<file path="src/rtl/trap_controller_pkg.sv">
// Shared definitions for the machine-mode trap controller.
//   - exception / interrupt cause codes
//   - mstatus bit positions touched on trap entry and MRET
//   - privilege-level encodings
//   - trap sequencer state encoding
package trap_controller_pkg;

  // Synchronous exception cause codes
  localparam logic [3:0] CAUSE_FETCH_MISALIGN = 4'd0;
  localparam logic [3:0] CAUSE_ILLEGAL        = 4'd2;
  localparam logic [3:0] CAUSE_BREAKPOINT     = 4'd3;
  localparam logic [3:0] CAUSE_LD_MISALIGN    = 4'd4;
  localparam logic [3:0] CAUSE_ST_MISALIGN    = 4'd6;
  // ECALL from U is 8, from M is 11: the code is CAUSE_ECALL_U + priv_lvl.
  localparam logic [3:0] CAUSE_ECALL_U        = 4'd8;

  // Interrupt cause codes, also the bit positions in mip/mie
  localparam logic [3:0] IRQ_MSI = 4'd3;
  localparam logic [3:0] IRQ_MTI = 4'd7;
  localparam logic [3:0] IRQ_MEI = 4'd11;

  // mstatus bit indices
  localparam int MSTATUS_MIE    = 3;
  localparam int MSTATUS_MPIE   = 7;
  localparam int MSTATUS_MPP_LO = 11;
  localparam int MSTATUS_MPP_HI = 12;

  // Privilege levels
  localparam logic [1:0] PRIV_U = 2'b00;
  localparam logic [1:0] PRIV_M = 2'b11;

  // Trap sequencer states
  typedef enum logic [2:0] {
    ST_IDLE  = 3'd0,
    ST_ENTER = 3'd1,
    ST_TVEC  = 3'd2,
    ST_RET   = 3'd3,
    ST_RETPC = 3'd4
  } state_t;

endpackage

</file>
<file path="src/rtl/trap_controller_prio_enc.sv">
// Combinational trap priority encoder.
// Picks the single winning event among masked interrupts, synchronous
// exceptions and MRET for the committing instruction.
// Ports:
//   instr_valid            commit qualifier; nothing wins without it
//   pc_addr, instr_bits    committing PC / instruction word (tval sources)
//   exc_*, csr_exc_*       exception sources
//   ebreak, ecall, mret    system instruction flags
//   mem_addr               load/store effective address (tval source)
//   irq_pend               mip & mie
//   irq_eligible           global interrupt enable for the current privilege
//   priv_lvl               current privilege
//   valid                  an event wins this cycle
//   is_irq                 winner is an interrupt
//   code                   cause code of the winner
//   tval                   mtval value of the winner
//   is_mret                winner is a legal MRET (no trap)
module trap_controller_prio_enc
  import trap_controller_pkg::*;
#(
  parameter int XLEN = 64
) (
  input  logic            instr_valid,
  input  logic [XLEN-1:0] pc_addr,
  input  logic [31:0]     instr_bits,
  input  logic            exc_fetch_misalign,
  input  logic            exc_illegal,
  input  logic            csr_exc_en,
  input  logic [3:0]      csr_exc_code,
  input  logic [XLEN-1:0] csr_exc_val,
  input  logic            ebreak,
  input  logic            ecall,
  input  logic            exc_ld_misalign,
  input  logic            exc_st_misalign,
  input  logic [XLEN-1:0] mem_addr,
  input  logic            mret,
  input  logic [XLEN-1:0] irq_pend,
  input  logic            irq_eligible,
  input  logic [1:0]      priv_lvl,
  output logic            valid,
  output logic            is_irq,
  output logic [3:0]      code,
  output logic [XLEN-1:0] tval,
  output logic            is_mret
);

  logic            illegal;
  logic [XLEN-1:0] instr_tval;
  logic            unused_irq_bits;

  // MRET below M-mode is itself an illegal instruction.
  assign illegal    = exc_illegal | (mret & (priv_lvl != PRIV_M));
  assign instr_tval = {{(XLEN-32){1'b0}}, instr_bits};

  // Only MSI, MTI and MEI are implemented.
  assign unused_irq_bits = ^{irq_pend[XLEN-1:12], irq_pend[10:8], irq_pend[6:4], irq_pend[2:0]};

  always_comb begin
    valid   = 1'b0;
    is_irq  = 1'b0;
    code    = 4'd0;
    tval    = '0;
    is_mret = 1'b0;
    if (instr_valid) begin
      valid = 1'b1;
      if (irq_eligible && irq_pend[IRQ_MEI]) begin
        is_irq = 1'b1;
        code   = IRQ_MEI;
      end else if (irq_eligible && irq_pend[IRQ_MSI]) begin
        is_irq = 1'b1;
        code   = IRQ_MSI;
      end else if (irq_eligible && irq_pend[IRQ_MTI]) begin
        is_irq = 1'b1;
        code   = IRQ_MTI;
      end else if (exc_fetch_misalign) begin
        code = CAUSE_FETCH_MISALIGN;
        tval = pc_addr;
      end else if (illegal) begin
        // Takes precedence over a simultaneous CSR fault on purpose.
        code = CAUSE_ILLEGAL;
        tval = instr_tval;
      end else if (csr_exc_en) begin
        code = csr_exc_code;
        tval = csr_exc_val;
      end else if (ebreak) begin
        code = CAUSE_BREAKPOINT;
      end else if (ecall) begin
        code = CAUSE_ECALL_U + {2'b00, priv_lvl};
      end else if (exc_ld_misalign) begin
        code = CAUSE_LD_MISALIGN;
        tval = mem_addr;
      end else if (exc_st_misalign) begin
        code = CAUSE_ST_MISALIGN;
        tval = mem_addr;
      end else if (mret) begin
        is_mret = 1'b1;
      end else begin
        valid = 1'b0;
      end
    end
  end

endmodule

</file>
<file path="src/rtl/trap_controller.sv">
// Machine-mode trap sequencer; producer side of the CSR trap interface.
// Owns the privilege register, drives the *_next CSR values with the
// trap_taken / trap_done strobes, and redirects fetch on trap entry and MRET.
// Sequences: IDLE -> ENTER -> TVEC -> IDLE (trap), IDLE -> RET -> RETPC -> IDLE (MRET).
// Handshake: there is no ready/valid pair. A source is consumed only in IDLE
// in a cycle with instr_valid=1; flush kills that instruction in the same
// cycle, and stall holds the pipeline for every non-IDLE cycle so the
// upstream keeps its next instruction until the sequence ends.
// Ports:
//   clk, rst                   clock, asynchronous active-low reset
//   instr_valid..mret          commit-stage sources (see trap_controller_prio_enc)
//   irq_pend                   mip & mie
//   mstatus_current            mstatus from the CSR file
//   mtvec_trap                 mtvec snapshot, used in TVEC
//   mepc_out                   live mepc, used for MRET
//   trap_taken / trap_done     one-cycle CSR latch strobes
//   mepc_next..mstatus_next    values for the CSR file
//   pc_redirect_en/pc_redirect fetch redirect
//   flush, stall               pipeline control
//   priv_lvl                   current privilege
//   fsm_state                  sequencer state for observation
module trap_controller
  import trap_controller_pkg::*;
#(
  parameter int         XLEN        = 64,
  parameter logic [1:0] RESET_PRIV  = 2'b11,
  parameter int         VECTORED_EN = 1
) (
  input  logic            clk,
  input  logic            rst,
  input  logic            instr_valid,
  input  logic [XLEN-1:0] pc_addr,
  input  logic [31:0]     instr_bits,
  input  logic            exc_fetch_misalign,
  input  logic            exc_illegal,
  input  logic            csr_exc_en,
  input  logic [3:0]      csr_exc_code,
  input  logic [XLEN-1:0] csr_exc_val,
  input  logic            ebreak,
  input  logic            ecall,
  input  logic            exc_ld_misalign,
  input  logic            exc_st_misalign,
  input  logic [XLEN-1:0] mem_addr,
  input  logic            mret,
  input  logic [XLEN-1:0] irq_pend,
  input  logic [XLEN-1:0] mstatus_current,
  input  logic [XLEN-1:0] mtvec_trap,
  input  logic [XLEN-1:0] mepc_out,
  output logic            trap_taken,
  output logic            trap_done,
  output logic [XLEN-1:0] mepc_next,
  output logic [XLEN-1:0] mcause_next,
  output logic [XLEN-1:0] mtval_next,
  output logic [XLEN-1:0] mstatus_next,
  output logic            pc_redirect_en,
  output logic [XLEN-1:0] pc_redirect,
  output logic            flush,
  output logic            stall,
  output logic [1:0]      priv_lvl,
  output logic [2:0]      fsm_state
);

  state_t          state_q, state_d;
  logic [1:0]      priv_q;
  logic [1:0]      ret_priv_q;   // MPP captured at MRET commit
  logic            irq_q;
  logic [3:0]      code_q;
  logic [XLEN-1:0] mepc_q, mcause_q, mtval_q, mstatus_q;

  logic            irq_eligible;
  logic            enc_valid, enc_is_irq, enc_is_mret;
  logic [3:0]      enc_code;
  logic [XLEN-1:0] enc_tval;
  logic [XLEN-1:0] tvec_base;

  function automatic logic [XLEN-1:0] mstatus_on_trap(input logic [XLEN-1:0] ms,
                                                      input logic [1:0] priv);
    logic [XLEN-1:0] r;
    r = ms;
    r[MSTATUS_MPIE] = ms[MSTATUS_MIE];
    r[MSTATUS_MIE]  = 1'b0;
    r[MSTATUS_MPP_HI:MSTATUS_MPP_LO] = priv;
    return r;
  endfunction

  function automatic logic [XLEN-1:0] mstatus_on_mret(input logic [XLEN-1:0] ms);
    logic [XLEN-1:0] r;
    r = ms;
    r[MSTATUS_MIE]  = ms[MSTATUS_MPIE];
    r[MSTATUS_MPIE] = 1'b1;
    r[MSTATUS_MPP_HI:MSTATUS_MPP_LO] = PRIV_U;
    return r;
  endfunction

  // Interrupts are always enabled below M-mode, gated by MIE in M-mode.
  assign irq_eligible = mstatus_current[MSTATUS_MIE] | (priv_q < PRIV_M);

  trap_controller_prio_enc #(.XLEN(XLEN)) u_prio_enc (
    .instr_valid        (instr_valid),
    .pc_addr            (pc_addr),
    .instr_bits         (instr_bits),
    .exc_fetch_misalign (exc_fetch_misalign),
    .exc_illegal        (exc_illegal),
    .csr_exc_en         (csr_exc_en),
    .csr_exc_code       (csr_exc_code),
    .csr_exc_val        (csr_exc_val),
    .ebreak             (ebreak),
    .ecall              (ecall),
    .exc_ld_misalign    (exc_ld_misalign),
    .exc_st_misalign    (exc_st_misalign),
    .mem_addr           (mem_addr),
    .mret               (mret),
    .irq_pend           (irq_pend),
    .irq_eligible       (irq_eligible),
    .priv_lvl           (priv_q),
    .valid              (enc_valid),
    .is_irq             (enc_is_irq),
    .code               (enc_code),
    .tval               (enc_tval),
    .is_mret            (enc_is_mret)
  );

  always_ff @(posedge clk or negedge rst) begin
    if (!rst) begin
      state_q    <= ST_IDLE;
      priv_q     <= RESET_PRIV;
      ret_priv_q <= PRIV_U;
      irq_q      <= 1'b0;
      code_q     <= 4'd0;
      mepc_q     <= '0;
      mcause_q   <= '0;
      mtval_q    <= '0;
      mstatus_q  <= '0;
    end else begin
      state_q <= state_d;
      case (state_q)
        ST_IDLE: begin
          if (enc_valid && enc_is_mret) begin
            // mcause / mtval deliberately keep their last values.
            mepc_q     <= mepc_out;
            mstatus_q  <= mstatus_on_mret(mstatus_current);
            ret_priv_q <= mstatus_current[MSTATUS_MPP_HI:MSTATUS_MPP_LO];
          end else if (enc_valid) begin
            mepc_q    <= pc_addr;
            mcause_q  <= {enc_is_irq, {(XLEN-5){1'b0}}, enc_code};
            mtval_q   <= enc_tval;
            mstatus_q <= mstatus_on_trap(mstatus_current, priv_q);
            irq_q     <= enc_is_irq;
            code_q    <= enc_code;
          end
        end
        ST_ENTER: priv_q <= PRIV_M;
        ST_RET:   priv_q <= ret_priv_q;
        default:  ;
      endcase
    end
  end

  // Vectored mode offsets only interrupts, by 4*cause.
  always_comb begin
    tvec_base = {mtvec_trap[XLEN-1:2], 2'b00};
    if ((VECTORED_EN != 0) && irq_q && (mtvec_trap[1:0] == 2'b01))
      tvec_base = tvec_base + {{(XLEN-6){1'b0}}, code_q, 2'b00};
  end

  always_comb begin
    state_d        = state_q;
    flush          = 1'b0;
    stall          = 1'b1;
    trap_taken     = 1'b0;
    trap_done      = 1'b0;
    pc_redirect_en = 1'b0;
    pc_redirect    = '0;
    case (state_q)
      ST_IDLE: begin
        stall = 1'b0;
        if (enc_valid) begin
          flush   = 1'b1;
          state_d = enc_is_mret ? ST_RET : ST_ENTER;
        end
      end
      ST_ENTER: begin
        trap_taken = 1'b1;
        state_d    = ST_TVEC;
      end
      ST_TVEC: begin
        pc_redirect_en = 1'b1;
        pc_redirect    = tvec_base;
        state_d        = ST_IDLE;
      end
      ST_RET: begin
        trap_done = 1'b1;
        state_d   = ST_RETPC;
      end
      ST_RETPC: begin
        pc_redirect_en = 1'b1;
        pc_redirect    = {mepc_out[XLEN-1:2], 2'b00};
        state_d        = ST_IDLE;
      end
      default: begin
        stall   = 1'b0;
        state_d = ST_IDLE;
      end
    endcase
  end

  assign mepc_next    = mepc_q;
  assign mcause_next  = mcause_q;
  assign mtval_next   = mtval_q;
  assign mstatus_next = mstatus_q;
  assign priv_lvl     = priv_q;
  assign fsm_state    = state_q;

endmodule

</file>
<file path="config.mk">
export PLATFORM = sky130hd
export DESIGN_NAME = trap_controller
export DESIGN_NICKNAME = d
export VERILOG_FILES = /design/src/rtl/trap_controller_pkg.sv /design/src/rtl/trap_controller_prio_enc.sv /design/src/rtl/trap_controller.sv
export SDC_FILE = /design/constraint.sdc
export NUM_CORES = 1
export LEC_CHECK = 0
export ABC_AREA = 1
export CAP_MARGIN = 15
export CORE_AREA = 3 3 324 326
export CTS_BUF_LIST = sky130_fd_sc_hd__clkbuf_2 sky130_fd_sc_hd__clkbuf_4 sky130_fd_sc_hd__clkbuf_8
export DETAILED_ROUTE_END_ITERATION = 7
export DIE_AREA = 0 0 327 329
export PLACE_DENSITY = 0.32
export SLEW_MARGIN = 20
export SYNTH_ARGS = -nofsm -noshare
export SYNTH_HDL_FRONTEND = slang
export SYNTH_SLANG_ARGS = --single-unit
</file>
<file path="constraint.sdc">
create_clock -name clk -period 5.2 [get_ports clk]
set_clock_uncertainty 0.1 [all_clocks]
set_input_delay 0.78 -clock clk [delete_from_list [all_inputs] [get_ports clk]]
set_output_delay 0.78 -clock clk [all_outputs]
set_load 0.005 [all_outputs]
</file>
Yosys cells after proc, flatten, opt, wreduce, memory -nomap -nowiden
Index checks and enable logic that the tools add are counted.
{"block": "word_totals", "out_inout_bits": 330, "regBits": 209}
{"block": "classes", "bitwise_logic": 4, "magnitude_cmp": 1, "n_eq_ne": 7, "mux": 65, "reduce_logical": 13, "n_addsub": 2}
{"op": "64-bit 2-to-1 mux", "n": 16}
{"op": "64-bit case mux with 2 select lines", "n": 1}
{"op": "64-bit by 6-bit adder with 64-bit output", "n": 1}
{"op": "4-bit 2-to-1 mux", "n": 10}
{"op": "1-bit 2-to-1 mux", "n": 33}
{"op": "3-bit case mux with 3 select lines", "n": 1}
{"op": "3-bit by 2-bit == test with 1-bit output, second input constant", "n": 2}
{"op": "3-bit 2-to-1 mux", "n": 2}
{"op": "1-bit logical AND", "n": 5}
{"op": "4-bit by 2-bit adder with 4-bit output, first input constant", "n": 1}
{"op": "2-bit != test, second input constant", "n": 2}
{"op": "2-bit case mux with 2 select lines", "n": 1}
{"op": "2-bit AND reduction", "n": 2}
{"op": "2-bit nonzero test", "n": 2}
{"op": "4-bit OR reduction", "n": 1}
{"op": "3-bit by 1-bit == test with 1-bit output, second input constant", "n": 1}
{"op": "3-bit == test, second input constant", "n": 1}
{"op": "3-bit zero test", "n": 1}
{"op": "3-bit AND reduction", "n": 1}
{"op": "2-bit by 1-bit == test with 1-bit output, second input constant", "n": 1}
{"op": "2-bit less-than comparator, second input constant", "n": 1}
{"op": "2-bit 2-to-1 mux", "n": 1}
{"op": "1-bit bitwise OR", "n": 2}
{"op": "2-bit OR reduction", "n": 1}
{"op": "other kinds (2)", "n": 2}

Logic depth before layout (Yosys ltp)
{"block": "logic_depth", "word_depth": 15, "mapped_depth": 13, "mapped_depth_nobuf": 13}

Cells and area by module
Synthesis repeated with hierarchy kept, for this count alone.
{"block": "hier_totals", "cells_unflattened": 2193, "area_unflattened_um2": 14257.4}
{"module": "trap_controller", "instances": 1, "cells_per_inst": 1669, "area_each_um2": 11746.3}
{"module": "trap_controller_prio_enc", "instances": 1, "cells_per_inst": 524, "area_each_um2": 2511.2}

Least setup slack after synthesis
No wires, ideal clock.
{"block": "synth_timing", "path_type": "input-to-output", "start": "input mtvec_trap[2]", "end": "output pc_redirect[36]", "path_slack_ns": 2.080, "arrival_time_ns": 2.240, "stages": 10, "path_cell_list": "ha_1 fa_1 nand2_1 nand2_1 nand2_1 nor2_2 nand3_1 nor2_2 a21oi_1 o21ai_0"}
{"block": "synth_between", "elab_chain_cells": 3}
{"item": "start: declaration", "line_no": "trap_controller.sv:47", "source": "input logic [XLEN-1:0] mtvec_trap,"}
{"item": "64-bit by 6-bit adder with 64-bit output", "line_no": "trap_controller.sv:163", "source": "tvec_base = tvec_base + {{(XLEN-6){1'b0}}, code_q, 2'b00};"}
{"item": "64-bit 2-to-1 mux", "line_no": "trap_controller.sv:162", "source": "if ((VECTORED_EN != 0) && irq_q && (mtvec_trap[1:0] == 2'b01))"}
{"item": "64-bit case mux with 2 select lines", "line_no": "trap_controller.sv:174", "source": "case (state_q)"}
{"item": "end: declaration", "line_no": "trap_controller.sv:56", "source": "output logic [XLEN-1:0] pc_redirect,"}
Every way passes these cells.

Worst setup path after layout
{"block": "layout_timing", "start": "input mtvec_trap[5]", "end": "output pc_redirect[41]"}
The elaborated chain is that of the path after synthesis.

==> summary.md <==
| Metric | Value |
|---|---|
| Status | complete, no violations |
| CTS tree | done |
| Setup-failing EPs final | 0 |
| CP cell instances | clkdlybuf4s50_1 -> ha_1 -> nand2_1 -> nor2_1 -> nand2_1 -> nand2_1 -> nand2_1 -> nor2_1 -> buf_4 -> nand2_1 -> nand2_1 -> nand3_1 -> o21ai_0 -> clkdlybuf4s50_1 |
| # DRC | 0 |
| Synthesized area | 13900 um^2 |
| CTS Buf Count | 46 |
| Clock power share | 0.209 |
| Crit-path most repeated cell | nand2_1 |
| Cell row count | 117 |
| WS Path Type | input pin to primary output |
| Max FO, Critical Path | 7 |
| Data arrival, critical path | 3.90 ns |
| CP max stage cell | clkdlybuf4s50_1 |
| Synth area leaders | dfrtp_1 (36%), nand2_1 (22%), o21ai_0 (6.4%), inv_1 (5.9%), nor2_1 (5.5%) |
| 1st-iter DRT viols | 1127 |
| Int Power | 5.91 mW |
| Nets | 3374 |
| Critical path launch point type | input pin |
| Initial antenna violation count | 17 |
| Worst reg2reg path depth | 10 |
| P_sw | 4.08 mW |
| Fmax | 0.209 GHz |
| Fraction of final layout cells sized beyond drive strength 1 | 0.0475 |
| Cell family with most CP delay | simple AND/OR/NAND/NOR gates |
| Pins Over Slew Limit | 0 |
| Post-CTS Setup Inserts | 0 |
| Static Leak | 10.3 nW |
| Drt total wl | 97400 um |
| CP bufs+invs | 3 |
| # resized after CTS | 0 |
| Pwr dens | 429 nW/um^2 |
| Tcrit/Tclk final | 0.919 |
| Core Region | 102000 um^2 |
| Detailed Routing Iterations Pass 1 | 5 |
| Number of max-cap violations | 0 |
| Count of cell types in the netlist | 41 |
| H-tree Lvls | 2 |
| Seq pwr share | 0.277 |
| Yosys top cell area share | 0.363 |
| P&R area growth vs syn | 67.1% |
| Hold Crit Class | flip-flop to flip-flop |
| Top FF cell, synth | dfrtp_1 |
| Global-route wire length before repair | 135000 um |
| Seq/Total Area, Yosys | 0.367 |
| Clk buf depth | 3 |
| Clk Latency, worst-skew pair | 0.65 ns |
| Cells after synthesis | 2204 |
| Sw Share | 0.408 |
| Comb power frac | 0.514 |
| Gp weighted congestion | 0.881 |
| DR vias/cell | 3.93 |
| DP HPWL | 79800 um |
| Starting Density | 0.137 |
| Chip Width | 327 um |
| Clk pin slew, worst setup/hold paths | 0.06 ns |
| Gr usage total | 0.175 |
| Port bufs | 702 |
| Final antenna-violating net count | 0 |
| Ys async rst share | 1.00 |
| CP max stage delay | 0.54 ns |
| Number of global-route vias before repair | 17200 |
| Largest net degree at the start of global routing | 94 |
| Clock Root Buffer | clkbuf_8 |
| Syn Area/Cell | 6.32 um^2 |
| RSZ-0062 raised after global routing | no |
| Grt total ovfl | 0 |
| Synth top cells by count | nand2_1 (808), inv_1 (219), nor2_1 (204) |
| I/O pin count | 825 |
| EDFF count, synth | 0 |
| DIE AREA | 108000 um^2 |
| Worst ir drop on vdd | 0.218 mV |
| Critical path capture point type | primary output |
| Setup_tns | 0 ns |
| Register bit total from synthesis | 204 |
| Tmin final | 4.78 ns |
| Leading area contributor after synthesis | dfrtp_1 |
| Data required, critical path | 4.32 ns |
| # clock sinks | 204 |
| Die height | 329 um |
| Rel. slew slack | 0.326 |
| Hold depth | 2 |
| Post-layout instance area | 23300 um^2 |
| Critical path depth | 14 |
| Most common cell in the netlist | nand2_1 |
| Syn. warnings | 0 |
| Hold slack | 0.377 ns |
| Final Hold Viols | 0 |
| Avg WL per Cell | 22.7 um |
| Placed Instance Area | 22200 um^2 |
| Worst-Margin Slew | 1.01 ns |
| Via count | 16800 |
cells in the final DEF (no fill, tap or decap), drive strengths merged, types with 3 or more instances in the layout:
cell type        n
nand2          809
clkdlybuf4s50  700
inv            226
o21ai          217
nor2           207
dfrtp          202
nand3          124
a21oi          119
clkbuf          73
conb            61
o22ai           46
buf             36
nand4           32
nor3            12
diode            8
o21bai           7
and2             5
nor3b            4
ha               4
clkinv           4
or2              3
worst min-delay path: cells and delay by family, from the launching register on:
kind             cells  cell delay, ns
flip-flops           1            0.34
AND/OR/NAND/NOR      2            0.11
registers in the layout (all words and copies together) (netlist names):
name and cells:
mcause_next 1, irq_q 1, mtval_next 64, ret_priv_q 2, mstatus_next 64, code_q 3, mepc_next 64, priv_lvl 2
fsm_state 3
final timing paths:
check                         startpoint                to  slack, ns
setup / recovery           mtvec_trap[5]   pc_redirect[41]       0.42
setup reg to reg             priv_lvl[1]      mepc_next[5]       1.44
max in group asynchronous            rst    mtval_next[27]       3.12
min in group asynchronous            rst  mstatus_next[52]       0.58
hold reg to reg            ret_priv_q[0]     ret_priv_q[0]       0.38
hold / removal             ret_priv_q[0]     ret_priv_q[0]       0.38
power groups by stage:
stage                     combinational [mW]  sequential [mW]  clock, mW
final                                   5.13             2.77       2.09
after global routing                    5.65             2.86       2.28
after CTS                               5.29             2.77       2.23
after detailed placement                5.26             2.78          0
after global placement                  5.26             2.77          0
after floorplan                         1.97             2.75          0
area by class of cell:
cell class	instances	area, um^2
diodes	8	20.0
clock buffers	73	930
clock inverters	9	104
fillers	11600	78800
inverters	224	841
multi-input cells	1661	7250
flip-flops and latches	204	5110
well taps	1368	1710
repair buffers	737	7320
kinds of logic (layout without fill, tap and decap cells):
group | Yosys count | count (layout) | synth area share
DFF | 204 | 204 | 0.367
AOI/OAI and AO/OA | 395 | 395 | 0.149
other | 1 | 69 | 0.000269
buffers and inverters | 399 | 1043 | 0.132
adders and majority gates | 5 | 5 | 0.00503
xor gates and xnor gates | 1 | 1 | 0.000629
and+or+nand+nor | 1199 | 1199 | 0.347
routing by layer:
layer	wire length (um)	global-route usage
met5	40	0
met4	1410	0.0330
met3	5790	0.0395
met2	46600	0.294
met1	43600	0.230
metrics by stage:
stage          cells  total power [mW]   util  setup slack, ns
3_3_place_gp    4193              8.03  0.218            0.368
5_1_grt         4282              10.8  0.228            0.134
2_1_floorplan   2264              4.71      -             2.08
6_report        4284              9.99  0.228            0.419
4_1_cts         4276              10.3  0.228            0.395
3_5_place_dp    4193              8.04  0.218            0.406
timing repair:
item | 4_1_cts | 5_1_grt
hold buffers | 1 | 0
endpoints found under the hold margin | 11 | 0
setup endpoints to repair | 0 | 0
Power figures use the tool's default switching activity.
